## src/rtl/matmul_sequencer_if.sv

```systemverilog
// matmul_sequencer_if
// Groups the control, matrix-memory and uart_tx signals of matmul_sequencer.
//   start/size        : begin-multiply pulse and matrix dimension N from control unit
//   a_addr/a_rdata    : A memory read port (data valid 1 cycle after address)
//   b_addr/b_rdata    : B memory read port (data valid 1 cycle after address)
//   tx_data/tx_start  : byte and one-cycle transmit request to uart_tx
//   tx_busy           : uart_tx busy
//   busy/done/err     : sequencer status
// Modport master is the sequencer side; slave is the surrounding environment.
interface matmul_sequencer_if #(
   parameter int DATA_W = 8,
   parameter int ADDR_W = 4
);
   logic              start;
   logic [2:0]        size;
   logic [ADDR_W-1:0] a_addr;
   logic [DATA_W-1:0] a_rdata;
   logic [ADDR_W-1:0] b_addr;
   logic [DATA_W-1:0] b_rdata;
   logic [DATA_W-1:0] tx_data;
   logic              tx_start;
   logic              tx_busy;
   logic              busy;
   logic              done;
   logic              err;

   modport master (
      input  start, size, a_rdata, b_rdata, tx_busy,
      output a_addr, b_addr, tx_data, tx_start, busy, done, err
   );

   modport slave (
      output start, size, a_rdata, b_rdata, tx_busy,
      input  a_addr, b_addr, tx_data, tx_start, busy, done, err
   );
endinterface

```

## src/rtl/matmul_sequencer.sv

```systemverilog
// matmul_sequencer
// Sequences one NxN (N = 1..4) matrix multiply over the A/B memories and
// streams each result element to uart_tx as ACC_W/DATA_W bytes, MSB first,
// in row-major order.
// Ports:
//   clk : bclk-domain clock, rising edge
//   rst : synchronous active-high reset
//   bus : matmul_sequencer_if master modport (control, memory, uart, status)
module matmul_sequencer #(
   parameter int DATA_W = 8,
   parameter int ADDR_W = 4,
   parameter int ACC_W  = 24
) (
   input  logic                clk,
   input  logic                rst,
   matmul_sequencer_if.master  bus
);

   localparam int NBYTES = ACC_W / DATA_W;
   localparam int BIDX_W = (NBYTES > 1) ? $clog2(NBYTES) : 1;

   localparam logic [2:0] S_IDLE    = 3'd0;
   localparam logic [2:0] S_RD_ADDR = 3'd1;
   localparam logic [2:0] S_RD_DATA = 3'd2;
   localparam logic [2:0] S_TX_LOAD = 3'd3;
   localparam logic [2:0] S_TX_REQ  = 3'd4;
   localparam logic [2:0] S_TX_ACK  = 3'd5;
   localparam logic [2:0] S_TX_WAIT = 3'd6;
   localparam logic [2:0] S_DONE    = 3'd7;

   logic [2:0]          state;
   logic [2:0]          n;
   logic [2:0]          i;
   logic [2:0]          j;
   logic [2:0]          k;
   logic [ACC_W-1:0]    acc;
   logic [BIDX_W-1:0]   bidx;
   logic [ADDR_W-1:0]   row_base;   // i*N, advanced by N per finished row
   logic [ADDR_W-1:0]   a_addr;
   logic [ADDR_W-1:0]   b_addr;
   logic [DATA_W-1:0]   tx_data;
   logic                tx_start;
   logic                busy;
   logic                done;
   logic                err;
   logic [2*DATA_W-1:0] prod;

   assign prod         = bus.a_rdata * bus.b_rdata;
   assign bus.a_addr   = a_addr;
   assign bus.b_addr   = b_addr;
   assign bus.tx_data  = tx_data;
   assign bus.tx_start = tx_start;
   assign bus.busy     = busy;
   assign bus.done     = done;
   assign bus.err      = err;

   // Addresses are loaded on the transition into RD_ADDR so they are stable
   // for the whole RD_ADDR cycle; the registered memories then return data
   // during RD_DATA, where it is accumulated.
   always_ff @(posedge clk) begin
      if (rst) begin
         state    <= S_IDLE;
         n        <= '0;
         i        <= '0;
         j        <= '0;
         k        <= '0;
         acc      <= '0;
         bidx     <= '0;
         row_base <= '0;
         a_addr   <= '0;
         b_addr   <= '0;
         tx_data  <= '0;
         tx_start <= 1'b0;
         busy     <= 1'b0;
         done     <= 1'b0;
         err      <= 1'b0;
      end else begin
         tx_start <= 1'b0;
         done     <= 1'b0;
         err      <= 1'b0;
         case (state)
            S_IDLE: begin
               if (bus.start) begin
                  if (bus.size == 3'd0 || bus.size > 3'd4) begin
                     err <= 1'b1;
                  end else begin
                     n        <= bus.size;
                     i        <= '0;
                     j        <= '0;
                     k        <= '0;
                     acc      <= '0;
                     row_base <= '0;
                     a_addr   <= '0;
                     b_addr   <= '0;
                     busy     <= 1'b1;
                     state    <= S_RD_ADDR;
                  end
               end
            end
            S_RD_ADDR: state <= S_RD_DATA;
            S_RD_DATA: begin
               acc <= acc + ACC_W'(prod);
               if (k == n - 3'd1) begin
                  state <= S_TX_LOAD;
               end else begin
                  // next k: A steps one column, B steps one row
                  k      <= k + 3'd1;
                  a_addr <= a_addr + ADDR_W'(1);
                  b_addr <= b_addr + ADDR_W'(n);
                  state  <= S_RD_ADDR;
               end
            end
            S_TX_LOAD: begin
               bidx  <= BIDX_W'(NBYTES - 1);
               state <= S_TX_REQ;
            end
            S_TX_REQ: begin
               if (!bus.tx_busy) begin
                  tx_data  <= acc[DATA_W*bidx +: DATA_W];
                  tx_start <= 1'b1;
                  state    <= S_TX_ACK;
               end
            end
            S_TX_ACK: begin
               if (bus.tx_busy) state <= S_TX_WAIT;
            end
            S_TX_WAIT: begin
               if (!bus.tx_busy) begin
                  if (bidx != '0) begin
                     bidx  <= bidx - BIDX_W'(1);
                     state <= S_TX_REQ;
                  end else begin
                     acc <= '0;
                     k   <= '0;
                     if (j < n - 3'd1) begin
                        j      <= j + 3'd1;
                        a_addr <= row_base;
                        b_addr <= ADDR_W'(j) + ADDR_W'(1);
                     end else begin
                        j        <= '0;
                        i        <= i + 3'd1;
                        row_base <= row_base + ADDR_W'(n);
                        a_addr   <= row_base + ADDR_W'(n);
                        b_addr   <= '0;
                     end
                     if (i == n - 3'd1 && j == n - 3'd1) begin
                        done  <= 1'b1;
                        state <= S_DONE;
                     end else begin
                        state <= S_RD_ADDR;
                     end
                  end
               end
            end
            S_DONE: begin
               busy  <= 1'b0;
               state <= S_IDLE;
            end
            default: state <= S_IDLE;
         endcase
      end
   end

endmodule

```

## src/flat_wrapper.sv

```systemverilog
// flat-port wrapper written by rule: the top's interface ports become plain ports
module matmul_sequencer_flat 
#(
   parameter int DATA_W = 8,
   parameter int ADDR_W = 4,
   parameter int ACC_W  = 24
)
  (clk, rst, bus_start, bus_size, bus_a_rdata, bus_b_rdata, bus_tx_busy, bus_a_addr, bus_b_addr, bus_tx_data, bus_tx_start, bus_busy, bus_done, bus_err);
  matmul_sequencer_if #(.DATA_W(DATA_W), .ADDR_W(ADDR_W)) bus_i ();
  input  logic clk;
  input  logic rst;
  input wire logic [$bits(bus_i.start)-1:0] bus_start;
  input wire logic [$bits(bus_i.size)-1:0] bus_size;
  input wire logic [$bits(bus_i.a_rdata)-1:0] bus_a_rdata;
  input wire logic [$bits(bus_i.b_rdata)-1:0] bus_b_rdata;
  input wire logic [$bits(bus_i.tx_busy)-1:0] bus_tx_busy;
  output wire logic [$bits(bus_i.a_addr)-1:0] bus_a_addr;
  output wire logic [$bits(bus_i.b_addr)-1:0] bus_b_addr;
  output wire logic [$bits(bus_i.tx_data)-1:0] bus_tx_data;
  output wire logic [$bits(bus_i.tx_start)-1:0] bus_tx_start;
  output wire logic [$bits(bus_i.busy)-1:0] bus_busy;
  output wire logic [$bits(bus_i.done)-1:0] bus_done;
  output wire logic [$bits(bus_i.err)-1:0] bus_err;
  assign bus_i.start = bus_start;
  assign bus_i.size = bus_size;
  assign bus_i.a_rdata = bus_a_rdata;
  assign bus_i.b_rdata = bus_b_rdata;
  assign bus_i.tx_busy = bus_tx_busy;
  assign bus_a_addr = bus_i.a_addr;
  assign bus_b_addr = bus_i.b_addr;
  assign bus_tx_data = bus_i.tx_data;
  assign bus_tx_start = bus_i.tx_start;
  assign bus_busy = bus_i.busy;
  assign bus_done = bus_i.done;
  assign bus_err = bus_i.err;
  matmul_sequencer #(.DATA_W(DATA_W), .ADDR_W(ADDR_W), .ACC_W(ACC_W)) u_core (.clk(clk), .rst(rst), .bus(bus_i));
endmodule
```

## config.mk

```make
export PLATFORM = sky130hd
export DESIGN_NAME = matmul_sequencer_flat
export DESIGN_NICKNAME = d
export VERILOG_FILES = /design/src/rtl/matmul_sequencer_if.sv /design/src/rtl/matmul_sequencer.sv /design/src/flat_wrapper.sv
export SDC_FILE = /design/constraint.sdc
export NUM_CORES = 1
export LEC_CHECK = 0
export ABC_AREA = 1
export CORE_MARGIN = 4
export CORE_UTILIZATION = 40
export CTS_CLUSTER_DIAMETER = 50
export DETAILED_ROUTE_END_ITERATION = 10
export GPL_TIMING_DRIVEN = 0
export PLACE_DENSITY_LB_ADDON = 0.15
export SKIP_CTS_REPAIR_TIMING = 1
export SLEW_MARGIN = 0
export SYNTH_ARGS = -nofsm -noshare
export SYNTH_HDL_FRONTEND = slang
export SYNTH_SLANG_ARGS = --single-unit
```

## constraint.sdc

```tcl
create_clock -name clk -period 9 [get_ports clk]
set_input_delay 1.8 -clock clk [delete_from_list [all_inputs] [get_ports clk]]
set_output_delay 1.8 -clock clk [all_outputs]
set_load 0.005 [all_outputs]
```

### Yosys cells after proc, flatten, opt, wreduce, memory -nomap -nowiden

Index checks and enable logic that the tools add are counted.

* flip-flop bits (word level): 65
* output and inout bits: 20
* word-level logic and storage cells: 125

* $add $sub $neg: 10
* $mul: 1
* order comparisons: 2
* equality and inequality tests: 19
* shifts and indexed selects: 1
* multiplexer cells: 50
* bitwise operators: 6
* reductions and logical operators: 21

Operators by type and width (number)
* $mux 24: 4
* $pmux 24 s3: 1
* $mux 3: 18
* $mux 4: 10
* $add 24x16->24: 1
* $pmux 3 s8: 1
* $pmux 4 s3: 2
* $shiftx 24x6->8: 1
* $mul 8x8->16: 1
* $ne 2x2->1 const B: 8
* $reduce_and 5->1: 3
* $eq 3x3->1 const B: 4
* $pmux 3 s2: 2
* $reduce_and 6->1: 2
* $add 3x1->3 const B: 3
* $eq 3x3->1: 3
* $pmux 3 s3: 1
* $reduce_and 3->1: 3
* $add 4x3->4: 2
* $pmux 4 s2: 1
* $reduce_bool 2->1: 4
* $eq 3x2->1 const B: 2
* $logic_not 3->1: 2
* $mux 2: 3
* 19 further kinds: 28

### Longest topological paths before layout

* word-level depth: 7
* gate-level depth with buffers: 23
* depth with buffers taken out: 22

### Least setup slack after synthesis

OpenSTA, ideal clock, no wires.

* path kind: in2reg
* from: input port bus_a_rdata[0]
* to: register u_core.acc[10]
* library setup time: 132 ps
* data arrival time: 5377 ps
* required time: 8868 ps
* path slack: 3491 ps
* stages: 17
* buffers on the path: 1
* path through: clkbuf_1 -> nand2_1 -> fa_1 -> fa_1 -> inv_1 -> fa_1 -> inv_1 -> fa_1 -> inv_1 -> ha_1 -> nand2_1 -> nand2_1 -> a21oi_1 -> nand2_1 -> or2_2 -> nand3_1 -> a21oi_1

* longest elaborated chain between the ends: 3

RTL lines
* from (decl): line flat_wrapper.sv:14 `input wire logic [$bits(bus_i.a_rdata)-1:0] bus_a_rdata;`
* $mul 8x8->16: line matmul_sequencer.sv:48 `assign prod = bus.a_rdata * bus.b_rdata;`
* $add 24x16->24: line matmul_sequencer.sv:102 `acc <= acc + ACC_W'(prod);`
* $pmux 24 s3: line matmul_sequencer.sv:81 `case (state)`
* to (signal assigned): line matmul_sequencer.sv:102
* to (decl): line matmul_sequencer.sv:36 `logic [ACC_W-1:0] acc;`

Every way passes these cells.
A chain may end at the register's enable or synchronous reset.

### Final worst setup path

* from: input port bus_a_rdata[5]
* to: register u_core.acc[16]

The elaborated chain is that of the path after synthesis.

==> run metrics <==
final worst path period share a little over three fifths; Pleak between 3 and 4 nW; synthesized cell area 0.006387 sq mm; clock-pin transition on the worst setup and hold timing paths 0.05 ns; syn_area_per_cell 6.766 sq um; Die Width 134.4 um; hold depth 2; CTS buffer count 9; Fin Setup TNS 0 ns; WHS between 0.4 and 0.5 ns; crit path max fanout 8; drt drc 0; Startpoint Class input pin; arrival time of the worst setup path 5.90 ns; achievable frequency roughly 0.18 GHz; routed via count 5757; HPWL after DPL 13560 um; max-capacitance violation count 0; final setup violation count 0; die area 0.01805 sq mm; post-synthesis sequential area ratio about a fifth; post-synth net total 1075; fin area 0.007213 sq mm; final hold violation count 0; TritonCTS sink count 65; met1 wire length ~8300 um; CTS Buffer Depth 2; detailed-router iteration count before antenna repair 5; Initial Util 41.40%; global placer's final weighted congestion 0.8624; dominant cell type by area after synthesis dfxtp_1; drt wl/cell ~14 um; CTS tree yes; Worst Max-Slew Pin Slew 0.8277 ns; first-pass GRT wire length 28040 um; # IOs 43; Tmin final 5.696 ns; layout cells sized above 1 4.268%; WL met3 721 um; Synth Warn # 0; fillcell total 1673; port bufs 25; CTS Root Cell clkbuf_16; post-route ant nets 0; WP data required approximately 9.2 ns; status complete, no violations; Post-Synthesis Cells 944; Tot GR Track Use between 15 and 20%; leading post-synthesis cells by cell area dfxtp_1, fa_1, nand2_1; Seq cells post-synth 65; dpl cell area ~0.0069 sq mm; Clock Latency Late Sink 0.34 ns; worst min-delay path class flip-flop to flip-flop; Total Wirelength 16810 um; most used cell, CP nand2_1; WS Path Type input pin to flip-flop; number of diodes 0; initial drt markers 317; Via density 4.818; CP Cell Sequence clkbuf_1 > nand2_1 > fa_1 > inv_1 > fa_1 > fa_1 > inv_1 > fa_1 > inv_1 > ha_1 > nand2_1 > nor2_1 > inv_1 > nor3_1 > nand2_1 > nand2_1 > nand2_1 > nand3_1 > a21oi_1; GR Overflow Total 0; Worst R2R Path Depth 18; Core ar. 0.01543 sq mm; FP Rows 45; P per Cell Area roughly 170 mW/mm^2; worst-path cell with the longest stage delay fa_1; area grow syn2layout 12.93%; largest net degree at the start of global routing 11; met2 routed WL 7491 um; Die H 134.4 um; number of max-slew violations in the final report 0; Worst setup EP type flip-flop; vias in the first global route 5545; post-synth top area share 20.37%; initial antenna violation count 0; maximum VDD drop 0.00009856 V; most common cell after layout, fill and taps aside nand2_1; highest routed layer met4; CTS H-Tree Depth 3; worst rel slew slack 44.82%; Crit path largest cell delay 0.57 ns; Final Skew 0.01105 ns; Cell variety after synth 31; overall power roughly 1.2 mW; unrepaired setup endpoints after global routing false; Layout Utilization 46.76%; Nets 1111; most frequent cells in the layout nand2_1, inv_1, a21oi_1, dfxtp_1, ha_1
## cells by family after synthesis
kind of cell	count (synthesis)	share of synthesized area [%]
AND/OR/NAND/NOR	393	25.94
AO/OA/AOI/OAI	134	10.93
flip-flops	65	20.37
adder cells (fa/ha/maj)	108	27.27
XOR/XNOR	9	1.234
buffers and inverters	235	14.26
## stage by stage
stage,std cells,worst slack [ns]
floorplan,944,3.491
global placement,1180,2.994
detailed placement,1180,2.971
CTS,1195,3.318
global route,1195,3.012
finish,1195,3.304
## cell usage after synthesis
library cell and number:
clkbuf_1 24, or2_2 4, dfxtp_1 65, a31oi_1 10
clkinv_1 1, o211a_1 1, nand4_1 4, nor2_1 47
nand3_4 1, inv_2 5, inv_1 197, ha_1 56
nor2_4 3, xor2_1 5, buf_6 3, xnor2_1 4
and2_1 3, fa_1 52, or2_0 1, nor3_1 7
a211oi_1 3, a21oi_1 80, o21ai_0 36, nor2_2 4
nand2_2 4, o21ai_1 3, nand2_1 258, o21bai_1 1
nand3_1 51, nand3b_1 6, buf_2 5
## registers in the layout, summed over array words and instances (netlist names), 2 cells and up
| signal | count |
|---|---|
| u_core.acc | 24 |
| u_core.n | 3 |
| u_core.bus.b_addr | 4 |
| u_core.k | 3 |
| u_core.bidx | 2 |
| u_core.bus.a_addr | 4 |
| u_core.state | 3 |
| u_core.bus.tx_data | 8 |
| u_core.row_base | 4 |
| u_core.i | 3 |
| u_core.j | 3 |
## power breakdown
part           switching (mW)  total [mW]  internal, mW
Sequential            0.00834       0.304         0.295
Combinational           0.341       0.526         0.184
Clock                   0.131       0.379         0.248
## path summary, 6_finish.rpt
path	end	slack (ns)	startpoint
max	u_core.acc[16]	3.30	bus_a_rdata[5]
min	u_core.acc[2]	0.46	u_core.acc[2]
max reg2reg	u_core.acc[19]	4.85	u_core.acc[6]
min reg2reg	u_core.acc[2]	0.46	u_core.acc[2]
## critical path: cells and delay by family
| family | cells | cell delay (ns) |
|---|---|---|
| compound gates | 1 | 0.08 |
| buf+inv | 5 | 0.57 |
| fa+ha+maj | 5 | 2.52 |
| simple gates | 8 | 0.92 |
## per-layer routing
metal,vias up,GRT usage [%]
met2,125,30.92
met1,2645,27.37
met5,-,0
met3,20,2.776
met4,0,5.882
li1,2967,-
## area by class of cell
cell class / instances / area (sq um) / share of cell area, %
multi-input combinational: 644 / 4175 / 57.88
sequential: 65 / 1301 / 18.04
inverter: 203 / 762.0 / 10.56
tap: 211 / 264.0 / 3.660
timing repair buffer: 25 / 250.2 / 3.469
clock buffer: 12 / 246.5 / 3.417
buffer: 32 / 148.9 / 2.064
clock inverter: 3 / 65.06 / 0.9020
(Power assumes the default switching activity.)
